$ cat config.mk
export PLATFORM = sky130hd
export DESIGN_NAME = riu_rd_sequencer
export DESIGN_NICKNAME = d
export VERILOG_FILES = /design/src/rtl/riu_rd_sequencer.sv
export SDC_FILE = /design/constraint.sdc
export NUM_CORES = 1
export LEC_CHECK = 0
export ABC_AREA = 1
export CAP_MARGIN = 20
export CORE_UTILIZATION = 46
export DETAILED_ROUTE_END_ITERATION = 8
export PLACE_DENSITY_LB_ADDON = 0.08
export SLEW_MARGIN = 20
export SYNTH_ARGS = -nofsm -noshare
export SYNTH_HDL_FRONTEND = slang
export SYNTH_SLANG_ARGS = --single-unit
$ cat constraint.sdc
create_clock -name riu_clk -period 2.6 [get_ports riu_clk]
set_input_delay 0.26 -clock riu_clk [delete_from_list [all_inputs] [get_ports riu_clk]]
set_output_delay 0.26 -clock riu_clk [all_outputs]
set_load 0.005 [all_outputs]
$ cat src/rtl/riu_rd_sequencer.sv
// -----------------------------------------------------------------------------
// riu_rd_sequencer
//
// Purpose:
//   Turns one host register request into one XIPHY RIU access. It selects one
//   nibble and issues a one-cycle RIU strobe. For a read it then waits for the
//   ORed riu_valid, and it returns a single response to the host.
//
// Optional feature (compile-time macro):
//   RIU_SEQ_TIMEOUT_EN  - when defined, a read that sees no riu_valid within
//                         TIMEOUT_CYCLES WAIT cycles ends with rsp_err=1.
//                         When undefined there is no counter, and WAIT lasts
//                         until riu_valid arrives.
//
// Parameters:
//   TIMEOUT_CYCLES  maximum WAIT cycles before a read is aborted (1..255)
//   NIBBLE_CNT      number of addressable nibbles / select lines (1..256)
//
// Ports:
//   riu_clk, riu_rst_n        clock (rising edge), async active-low reset
//   req_valid/req_ready       host request handshake
//   req_wr, req_nibble,
//   req_addr, req_wdata       request payload (1=write, nibble index, addr, data)
//   rsp_valid/rsp_ready       host response handshake
//   rsp_rdata, rsp_err        response payload
//   riu_addr, riu_wr_data     RIU address / write data (hold last latched value)
//   riu_wr_en                 RIU write strobe (ISSUE cycle only)
//   riu_nibble_sel            one-hot nibble select (ISSUE cycle only)
//   riu_rd_data, riu_valid    ORed read data / read valid from the nibbles
//   dbg_state                 current FSM state, for observation only
//
// Handshake rule (both host channels): a transfer happens on a rising edge
// where valid and ready are both 1. valid does not depend on ready. While
// valid=1 and ready=0, the payload is held stable.
// -----------------------------------------------------------------------------
module riu_rd_sequencer #(
    parameter int TIMEOUT_CYCLES = 63,
    parameter int NIBBLE_CNT     = 8
) (
    input  logic                  riu_clk,
    input  logic                  riu_rst_n,
    input  logic                  req_valid,
    output logic                  req_ready,
    input  logic                  req_wr,
    input  logic [7:0]            req_nibble,
    input  logic [5:0]            req_addr,
    input  logic [15:0]           req_wdata,
    output logic                  rsp_valid,
    input  logic                  rsp_ready,
    output logic [15:0]           rsp_rdata,
    output logic                  rsp_err,
    output logic [5:0]            riu_addr,
    output logic [15:0]           riu_wr_data,
    output logic                  riu_wr_en,
    output logic [NIBBLE_CNT-1:0] riu_nibble_sel,
    input  logic [15:0]           riu_rd_data,
    input  logic                  riu_valid,
    output logic [1:0]            dbg_state
);

    localparam logic [1:0] S_IDLE  = 2'd0;
    localparam logic [1:0] S_ISSUE = 2'd1;
    localparam logic [1:0] S_WAIT  = 2'd2;
    localparam logic [1:0] S_RESP  = 2'd3;

    // One bit wider than req_nibble, so that NIBBLE_CNT=256 still compares
    // correctly.
    localparam logic [8:0] NIB_LIMIT = 9'(NIBBLE_CNT);

    // Elaboration-time guard against unsupported parameter values.
    if (TIMEOUT_CYCLES < 1 || TIMEOUT_CYCLES > 255) begin : g_bad_timeout
        $error("riu_rd_sequencer: TIMEOUT_CYCLES must be in 1..255");
    end
    if (NIBBLE_CNT < 1 || NIBBLE_CNT > 256) begin : g_bad_nibble_cnt
        $error("riu_rd_sequencer: NIBBLE_CNT must be in 1..256");
    end

    logic [1:0]  state_q, state_d;
    logic        wr_q, wr_d;
    logic [7:0]  nib_q, nib_d;
    logic [5:0]  addr_q, addr_d;
    logic [15:0] wdata_q, wdata_d;
    logic [15:0] rdata_q, rdata_d;
    logic        err_q, err_d;
    logic        req_hs;

`ifdef RIU_SEQ_TIMEOUT_EN
    localparam logic [7:0] TIMEOUT_LIMIT = 8'(TIMEOUT_CYCLES);
    logic [7:0]  cnt_q, cnt_d;
`endif

    // Gating with riu_rst_n keeps req_ready low while reset is held. It also
    // lets req_ready rise in the first cycle after reset is released.
    assign req_ready = (state_q == S_IDLE) && riu_rst_n;
    assign req_hs    = req_valid && req_ready;

    always_comb begin
        state_d = state_q;
        wr_d    = wr_q;
        nib_d   = nib_q;
        addr_d  = addr_q;
        wdata_d = wdata_q;
        rdata_d = rdata_q;
        err_d   = err_q;
`ifdef RIU_SEQ_TIMEOUT_EN
        cnt_d   = cnt_q;
`endif
        case (state_q)
            S_IDLE: begin
                if (req_hs) begin
                    wr_d    = req_wr;
                    nib_d   = req_nibble;
                    addr_d  = req_addr;
                    wdata_d = req_wdata;
                    // A nibble with no select line is rejected here and never
                    // reaches the RIU.
                    if ({1'b0, req_nibble} >= NIB_LIMIT) begin
                        state_d = S_RESP;
                        rdata_d = 16'h0000;
                        err_d   = 1'b1;
                    end else begin
                        state_d = S_ISSUE;
                    end
                end
            end
            S_ISSUE: begin
                if (wr_q) begin
                    state_d = S_RESP;
                    rdata_d = 16'h0000;
                    err_d   = 1'b0;
                end else begin
                    state_d = S_WAIT;
`ifdef RIU_SEQ_TIMEOUT_EN
                    cnt_d   = 8'd0;
`endif
                end
            end
            S_WAIT: begin
                // riu_valid is tested first, so data that arrives in the
                // timeout cycle still produces a good response.
                if (riu_valid) begin
                    state_d = S_RESP;
                    rdata_d = riu_rd_data;
                    err_d   = 1'b0;
                end else begin
`ifdef RIU_SEQ_TIMEOUT_EN
                    cnt_d = cnt_q + 8'd1;
                    if (cnt_d == TIMEOUT_LIMIT) begin
                        state_d = S_RESP;
                        rdata_d = 16'h0000;
                        err_d   = 1'b1;
                    end
`endif
                end
            end
            S_RESP: begin
                if (rsp_ready) begin
                    state_d = S_IDLE;
                end
            end
            default: begin
                state_d = S_IDLE;
            end
        endcase
    end

    always_ff @(posedge riu_clk or negedge riu_rst_n) begin
        if (!riu_rst_n) begin
            state_q <= S_IDLE;
            wr_q    <= 1'b0;
            nib_q   <= 8'd0;
            addr_q  <= 6'd0;
            wdata_q <= 16'h0000;
            rdata_q <= 16'h0000;
            err_q   <= 1'b0;
`ifdef RIU_SEQ_TIMEOUT_EN
            cnt_q   <= 8'd0;
`endif
        end else begin
            state_q <= state_d;
            wr_q    <= wr_d;
            nib_q   <= nib_d;
            addr_q  <= addr_d;
            wdata_q <= wdata_d;
            rdata_q <= rdata_d;
            err_q   <= err_d;
`ifdef RIU_SEQ_TIMEOUT_EN
            cnt_q   <= cnt_d;
`endif
        end
    end

    // The select is decoded only during ISSUE. In that state nib_q has already
    // been checked against NIBBLE_CNT.
    always_comb begin
        riu_nibble_sel = '0;
        if (state_q == S_ISSUE) begin
            for (int i = 0; i < NIBBLE_CNT; i++) begin
                riu_nibble_sel[i] = (nib_q == 8'(i));
            end
        end
    end

    assign riu_wr_en   = (state_q == S_ISSUE) && wr_q;
    assign riu_addr    = addr_q;
    assign riu_wr_data = wdata_q;
    assign rsp_valid   = (state_q == S_RESP);
    assign rsp_rdata   = rdata_q;
    assign rsp_err     = err_q;
    assign dbg_state   = state_q;

endmodule

* Yosys cells after proc, flatten, opt, wreduce, memory -nomap -nowiden
Index checks and enable logic that the tools add are counted.
** Word-level totals
- Bits in registers :: 50
- Latch bits :: 0
- Memory bits (writable) :: 0
- Memory bits (read-only) :: 0
- Input port bits :: 52
- Output and inout bits :: 52
- Word-level logic and storage cells :: 49
- Memories kept :: 0
** Operators by class
- $add $sub $neg :: 0
- $mul :: 0
- Divide/modulo/power cells :: 0
- $lt $le $gt $ge :: 1
- Equal/unequal tests :: 15
- Shifts and indexed selects :: 0
- Muxes and demuxes :: 17
- Bitwise operators :: 0
- Reduce and logical (&&, ||, !) cells :: 9
** Operators by type and width (count)
- 16-bit 2-to-1 mux :: 4
- 16-bit one-hot mux with 3 select lines :: 1
- 8-bit by 3-bit equality test with 1-bit output, second input constant :: 4
- 8-bit by 2-bit equality test with 1-bit output, second input constant :: 2
- 8-bit by 1-bit equality test with 1-bit output, second input constant :: 1
- 8-bit by 4-bit >= comparator with 1-bit output, second input constant :: 1
- 8-bit zero test :: 1
- 2-bit 2-to-1 mux :: 4
- 8-bit 2-to-1 mux :: 1
- 2-bit one-hot mux with 4 select lines :: 1
- 2-bit inequality test, second input constant :: 3
- 1-bit 2-to-1 mux :: 5
- 5-bit AND reduction :: 1
- 2-bit equality test, second input constant :: 2
- 2-bit by 1-bit inequality test with 1-bit output, second input constant :: 2
- 1-bit logical AND :: 3
- 1-bit one-hot mux with 3 select lines :: 1
- 3-bit AND reduction :: 1
- 3-bit nonzero test :: 1
- 2-bit by 1-bit equality test with 1-bit output, second input constant :: 1
- 2-bit zero test :: 1
- 2-bit AND reduction :: 1

* Logic depth before layout (Yosys ltp)
Gate-level depths: netlist of run 1.
- Depth in word-level cells :: 5
- Depth in mapped cells :: 10

* Least setup slack after synthesis of run 1
OpenSTA, ideal clock, no wires.
- Kind :: reg-to-reg
- Start :: reg state_q[0] (netlist: dbg_state[0])
- End :: reg rdata_q[10] (netlist: rsp_rdata[10])
- Setup time :: 117 ps
- Arrival time :: 1427 ps
- Data required time :: 2483 ps
- Path slack :: 1056 ps
- Stages on the path, launching flop included :: 11
- Path buffers :: 2
- Period minus slack after synthesis :: 1544 ps
- Cells stage by stage :: dfrtp_1 -> inv_1 -> ha_1 -> buf_6 -> inv_2 -> nor2_4 -> nor2_8 -> nand3_4 -> buf_6 -> nand2_1 -> nand2_1
** Between the ends
- Word-level cells in the longest chain between the ends :: 5
** RTL lines
- start, declared :: RTL line 78 : logic [1:0] state_q, state_d;
- start signal, assigned :: RTL line 180 : state_q <= state_d;
- 2-bit zero test :: RTL line 94, 108
- 1-bit logical AND :: RTL line 94 : assign req_ready = (state_q == S_IDLE) && riu_rst_n;
- 1-bit logical AND :: RTL line 95 : assign req_hs = req_valid && req_ready;
- 2-bit inequality test (no line)
- 5-bit AND reduction (no line)
- end signal, assigned :: RTL line 185 : rdata_q <= rdata_d;
- end, declared :: RTL line 83 : logic [15:0] rdata_q, rdata_d;
Parallel ways exist; a longest one is shown, timed or not.
A chain may end at the register's enable or synchronous reset.

* Worst setup path after layout of run 1
- Start :: reg state_q[1] (netlist: dbg_state[1])
- End :: out riu_nibble_sel[1]
** Between the ends
- Word-level cells in the longest chain between the ends :: 2
** RTL lines
- 2-bit by 1-bit equality test with 1-bit output :: RTL line 197 : if (state_q == S_ISSUE) begin
- 8-bit 2-to-1 mux :: RTL line 197
- end, declared :: RTL line 55 : output logic [NIBBLE_CNT-1:0] riu_nibble_sel,
Every way passes these cells.

==> results of run 1 <==
-- power by group through the flow --
stage                     sequential [W]  clock, W  combinational, W
after floorplan                  0.00129         0          0.000960
after global placement           0.00129         0           0.00169
after detailed placement         0.00129         0           0.00174
after CTS                        0.00128  0.000478           0.00175
after global routing             0.00132  0.000505           0.00193
final                            0.00128  0.000462           0.00173
-- sequential cells by signal, indices dropped and copies added (netlist names) --
name and cells:
dbg_state 2, nib_q 8, riu_addr 6, riu_wr_data 16, rsp_err 1, rsp_rdata 16, wr_q 1
-- worst reg2reg max path, stage by stage (launching register included) --
cell and delay [ps]:
dfrtp_1 440, inv_1 110, ha_1 240, inv_2 110, nor2_1 80, nor2_4 370, nand3_4 280, nand2_1 130
nand2_1 60
-- layer usage --
metal / GRT usage (%) / up-vias / part of all wire [%] / wire [um]
met5: 0 / - / 0 / 0
met4: 6.918 / 0 / 0.90 / 53
met3: 3.882 / 4 / 5.0 / 294
met2: 36.44 / 65 / 48 / 2806
met1: 30.33 / 1046 / 46 / 2710
li1: - / 1145 / - / -
-- synthesized netlist by cell type, drive strengths merged --
master  number  share of area (%)
nor2        16                3.7
clkbuf       2               0.31
a21oi        5                1.5
ha           5                2.6
nand2      116                 18
buf         12                3.3
o211ai       1               0.31
or2          1               0.26
nor3         2               0.41
inv         32                4.9
o21ai        2               0.41
dfrtp       50                 51
nand3       30                6.7
nor4         4                1.0
nand4       19                5.5
-- layout make-up --
class / instances / area [um2]
Inverter: 32 / 120.1
Multi-Input combinational cell: 201 / 983.4
Sequential cell: 50 / 1251
Clock inverter: 1 / 5.005
Fill cell: 453 / 1508
Timing Repair Buffer: 108 / 1066
Tap cell: 70 / 87.58
Clock buffer: 7 / 86.33
-- per-stage QoR --
| stage | total power, W | hold WS [ps] | cell area, um2 |
|---|---|---|---|
| 4_1_cts | 0.003502 | 344.7 | 3600 |
| 3_3_place_gp | 0.002976 | 140.7 | 3498 |
| 6_report | 0.003464 | 351.2 | 3600 |
| 2_1_floorplan | 0.002252 | -35.59 | 2444 |
| 5_1_grt | 0.003754 | 365.4 | 3600 |
| 3_5_place_dp | 0.003025 | 140.9 | 3498 |
-- path summary, 6_finish.rpt --
kind                                              endpoint  cells past startpoint
worst min register to register  riu_wr_data[4]$_DFFE_PN0P_                      2
worst max register to register         rsp_err$_DFFE_PN0P_                      8
worst max-delay path                     riu_nibble_sel[1]                      5
min in group riu_clk            riu_wr_data[4]$_DFFE_PN0P_                      2
worst min-delay path              rsp_rdata[1]$_DFFE_PN0P_                      2
max in group asynchronous        rsp_rdata[13]$_DFFE_PN0P_                      3
-- cell families (layout without fill, tap and decap cells) --
kind of cell | Yosys count | in the layout | share of synthesized area [%]
flops | 50 | 50 | 51.20
buf+inv | 46 | 148 | 8.551
simple gates | 188 | 188 | 35.48
compound gates | 8 | 8 | 2.202
fa+ha+maj | 5 | 5 | 2.560
==> impl_metrics.py, run 1 <==
metrics = {
    "worst_setup_path": {
        "rrSetupSlack_ps": 690,
        "crit_path_start": "dbg_state[1]$_DFFE_PN0P_",
        "cp.arrival_ps": 2050,
        "endpoint_kind": "output port",
        "startpoint_type": "flip-flop",
        "crit_buf_inv": 3,
        "crit_type": "reg2out",
        "critPathMaxFanout": 6,
        "slowest_stage": "clkdlybuf4s50_1",
        "max_stage_delay_ps": 560,
        "crit_chain": "inv_1 -> ha_1 -> inv_2 -> nor4_1 -> clkdlybuf4s50_1",
        "path_delay_family": "buffers and inverters",
        "cp.required_ps": 2340,
        "r2r_start": "dbg_state[1]$_DFFE_PN0P_",
    },
    "timing": {
        "grt_setup_unrepaired": "no",
        "min_period_ps": 2309,
        "finalClockSkew_ps": 5.942,
        "slew_violations": 0,
        "setup_violations": 0,
        "relSlewSlack_pct": 58.80,
        "finalCritPeriodShare_pct": 88.80,
        "hold_viol_final": 0,
        "fmax_ghz": 0.4331,
        "fin_ws_ps": 291.1,
        "worst_pin_slew_ps": 615.8,
        "fin_setup_tns_ps": 0,
    },
    "power": {
        "powerDensity_mw_per_mm2": 962.4,
        "switching_share_pct": 38.09,
        "leakagePower_nw": 1.838,
        "p_int_w": 0.002145,
        "seqPwrFrac_pct": 36.8,
        "clkPwrFrac_pct": 13.3,
        "comb_power_share_pct": 49.8,
        "p_switching_w": 0.001320,
        "max-vdd-ir-drop_mv": 0.5038,
    },
    "cells_and_area": {
        "instances_no_fill": 469,
        "drive_gt1_share_pct": 6.015,
        "area_delta_synth_final_pct": 47.31,
        "post-route-util_pct": 70.48,
        "layout_commonest_cell": "nand2_1",
        "layout_common_cells": "115 x nand2_1, 102 x clkdlybuf4s50_1, 50 x dfrtp_1",
        "final_nets": 455,
        "antenna_cells": 0,
    },
    "place": {
        "dpl.hpwl_mm": 4.189,
        "dp.cells": 460,
        "post-place-ws_ps": 578.5,
        "place_congestion": 0.7496,
        "portBuffers": 103,
    },
    "global_routing": {
        "first_global_vias": 2065,
        "grt_pass1_wl_mm": 9.466,
        "grt_overflow": 0,
        "groute.usage.overall_pct": 22.27,
        "antenna_found_initial": 0,
        "grt_max_degree": 45,
    },
    "clock_tree": {
        "clk_latency_ps": 300,
        "cts_resized": 0,
        "path_clk_slew_ps": 90,
        "tritoncts": "built",
        "cts_inserted_buffers": 5,
        "cts-root-buf": "clkbuf_8",
        "clock_path_buffers": 2,
        "cts_setup_buffers": 0,
        "postCtsHoldBufs": 1,
        "cts_sinks": 50,
        "ctsHtreeMaxLevel": 2,
    },
    "synthesis": {
        "yosys_warnings": 0,
        "synth_area_per_cell_um2": 8.228,
        "netlist_area_mm2": 0.002444,
        "ys_seq_area_share_pct": 51.20,
        "synth_cell_type_count": 24,
        "synthCells": 297,
        "synth_nets": 354,
        "synth-seq-cells": 50,
    },
    "route": {
        "drc_errors": 0,
        "postRouteAntennaNets": 0,
        "wl_per_cell_um": 12.50,
        "viasPerCell": 4.819,
        "vias": 2260,
        "drtPass1Iterations": 4,
        "drtIter0Drc": 151,
        "totalWireLength_mm": 5.864,
    },
    "flow_run": {
        "maxCapViolations": 0,
    },
    "die": {
        "row_count": 26,
        "ios": 104,
        "die_w_um": 74.89,
        "start_util_pct": 47.84,
        "die_height_um": 74.89,
        "die_area_mm2": 0.005608,
        "core_mm2": 0.005107,
    },
    "status": {
        "outcome": "complete, no violations",
    },
    "hold_path": {
        "hold_path_class": "in2async",
    },
}
Note: power is estimated with default switching activity, not from simulation.
==> run 2, diff against run 1 <==
--- a/config.mk
+++ b/config.mk
@@ -7,7 +7,8 @@
 export LEC_CHECK = 0
 export ABC_AREA = 1
 export CAP_MARGIN = 20
-export CORE_UTILIZATION = 46
+export CORE_UTILIZATION = 47
+export CTS_BUF_LIST = sky130_fd_sc_hd__clkbuf_4
 export DETAILED_ROUTE_END_ITERATION = 8
 export PLACE_DENSITY_LB_ADDON = 0.08
 export SLEW_MARGIN = 20
==> run 2 against run 1 <==
  * Clock skew is 4.9 ps higher
  * Combinational power hardly changed
  * Sequential power hardly changed
  * Total power is 2.7% higher
  * Register-to-register slack worse by 50 ps
  * Worst hold slack worse by 95 ps
  * Non-clock buffer count stayed put
  * Wire length is 5.2% higher
  * Critical path type unchanged
==> impl_metrics.py, run 2 (synthesis gave the netlist of run 1 again) <==
metrics = {
    "worst_setup_path": {
        "worst-r2r-cell-count": 7,
        "reg2reg_to": "nib_q[0]$_DFFE_PN0P_",
        "endpoint_kind": "output port",
        "crit_type": "reg2out",
        "cp.required_ps": 2340,
        "rrSetupSlack_ps": 640,
        "max_stage_delay_ps": 560,
        "critPathMaxFanout": 6,
        "cp.arrival_ps": 2160,
        "crit_chain": "inv_1 -> ha_1 -> inv_2 -> nor4_1 -> clkdlybuf4s50_1",
        "slowest_stage": "clkdlybuf4s50_1",
        "startpoint_type": "flip-flop",
        "r2r_start": "dbg_state[0]$_DFFE_PN0P_",
    },
    "timing": {
        "hold_viol_final": 0,
        "fmax_ghz": 0.4132,
        "grt_setup_unrepaired": "no",
        "fin_setup_tns_ps": 0,
        "finalCritPeriodShare_pct": 93.09,
        "slew_violations": 0,
        "finalClockSkew_ps": 10.88,
        "setup_violations": 0,
        "worst_pin_slew_ps": 647.6,
        "relSlewSlack_pct": 56.67,
        "min_period_ps": 2420,
        "fin_ws_ps": 179.6,
        "fin_hold_ws_ps": 256.2,
    },
    "global_routing": {
        "antenna_found_initial": 0,
        "first_global_vias": 2153,
        "grt_overflow": 0,
        "grt_pass1_wl_mm": 9.922,
        "groute.usage.overall_pct": 23.89,
        "grt_max_degree": 46,
    },
    "clock_tree": {
        "clk_latency_ps": 380,
        "cts_sinks": 50,
        "cts-root-buf": "clkbuf_4",
        "cts_resized": 0,
        "path_clk_slew_ps": 140,
        "tritoncts": "built",
        "clock_path_buffers": 2,
        "ctsHtreeMaxLevel": 2,
        "cts_inserted_buffers": 5,
    },
    "cells_and_area": {
        "multi_input_area_um2": 983.4,
        "area_delta_synth_final_pct": 47.57,
        "layout_commonest_cell": "nand2_1",
        "final_nets": 455,
        "layout_common_cells": "115 x nand2_1, 102 x clkdlybuf4s50_1, 50 x dfrtp_1",
        "drive_gt1_share_pct": 6.015,
        "n_fill_cell": 403,
        "antenna_cells": 0,
        "seq_area_mm2": 0.001251,
    },
    "power": {
        "max-vdd-ir-drop_mv": 0.5813,
        "powerDensity_mw_per_mm2": 986.9,
        "leakagePower_nw": 1.843,
    },
    "route": {
        "wl_per_cell_um": 13.24,
        "drc_errors": 0,
        "postRouteAntennaNets": 0,
        "drtPass1Iterations": 4,
        "totalWireLength_mm": 6.168,
        "drtIter0Drc": 140,
        "vias": 2323,
        "viasPerCell": 4.985,
    },
    "place": {
        "portBuffers": 103,
        "dpl.hpwl_mm": 4.320,
        "post-place-ws_ps": 618.1,
        "place_congestion": 0.7489,
    },
    "die": {
        "start_util_pct": 50.40,
        "core_mm2": 0.004848,
        "die_area_mm2": 0.005492,
        "die_w_um": 74.11,
        "row_count": 25,
        "ios": 104,
        "die_height_um": 74.11,
    },
    "flow_run": {
        "maxCapViolations": 0,
    },
    "hold_path": {
        "hold_path_class": "in2async",
    },
    "status": {
        "outcome": "complete, no violations",
    },
}
## run 2: timing repair
action / 4_1_cts / 5_1_grt
endpoints found under the setup margin: 0 / 0
buffers inserted: 0 / 0
hold buffers: 1 / 0
endpoints found under the hold margin: 5 / 0
## run 2: how the worst max path moves through the flow
| stage | start | end | slack [ps] | depth (start not counted) |
|---|---|---|---|---|
| after floorplan | dbg_state[0]$_DFFE_PN0P_ | rsp_rdata[10]$_DFFE_PN0P_ | 1060 | 10 |
| after global placement | dbg_state[1]$_DFFE_PN0P_ | riu_nibble_sel[3] | 670 | 5 |
| after detailed placement | dbg_state[1]$_DFFE_PN0P_ | riu_nibble_sel[1] | 620 | 5 |
| after CTS | dbg_state[1]$_DFFE_PN0P_ | riu_nibble_sel[1] | 170 | 5 |
| after global routing | dbg_state[1]$_DFFE_PN0P_ | riu_nibble_sel[3] | 30 | 5 |
| final | dbg_state[1]$_DFFE_PN0P_ | riu_nibble_sel[1] | 180 | 5 |
## run 2: power breakdown
group | internal (W) | total (W) | switching, W | leakage [nW]
combinational | 0.000836 | 0.00173 | 0.000895 | 1.16
clock | 0.000296 | 0.000551 | 0.000255 | 0.0528
sequential | 0.00109 | 0.00128 | 0.000186 | 0.630
total | 0.00222 | 0.00356 | 0.00134 | 1.84
## run 2: worst max-delay path, delay by kind of cell, from the launching register on
family | cells | cell delay, ps
DFF | 1 | 480
adders and majority gates | 1 | 220
and+or+nand+nor | 1 | 320
buffers and inverters | 3 | 780
## run 2: area by class of cell
| class | instances | share of cell area (%) |
|---|---|---|
| clock inverter | 3 | 1.770 |
| inverter | 32 | 3.331 |
| timing repair buffer | 108 | 29.56 |
| clock buffer | 5 | 1.041 |
| tap | 67 | 2.325 |
| sequential | 50 | 34.70 |
| multi-input combinational | 201 | 27.27 |
## run 2: stage by stage
step / total power [W] / cell area (um2) / instances / util (%)
final: 0.003559 / 3606 / 466 / 74.37
after global routing: 0.003822 / 3606 / 466 / 74.37
after CTS: 0.003580 / 3606 / 466 / 74.37
after detailed placement: 0.003021 / 3495 / 457 / 72.08
after global placement: 0.002965 / 3495 / 457 / 72.08
after floorplan: 0.002252 / 2444 / 297 / -
## run 2: layer usage
layer  global-route usage, %  up-vias  wire length, um
met4                   7.906        0               99
met5                       0        -                0
li1                        -     1142                -
met1                   31.90     1098             2824
met2                   38.38       72             2891
met3                   5.691       11              352
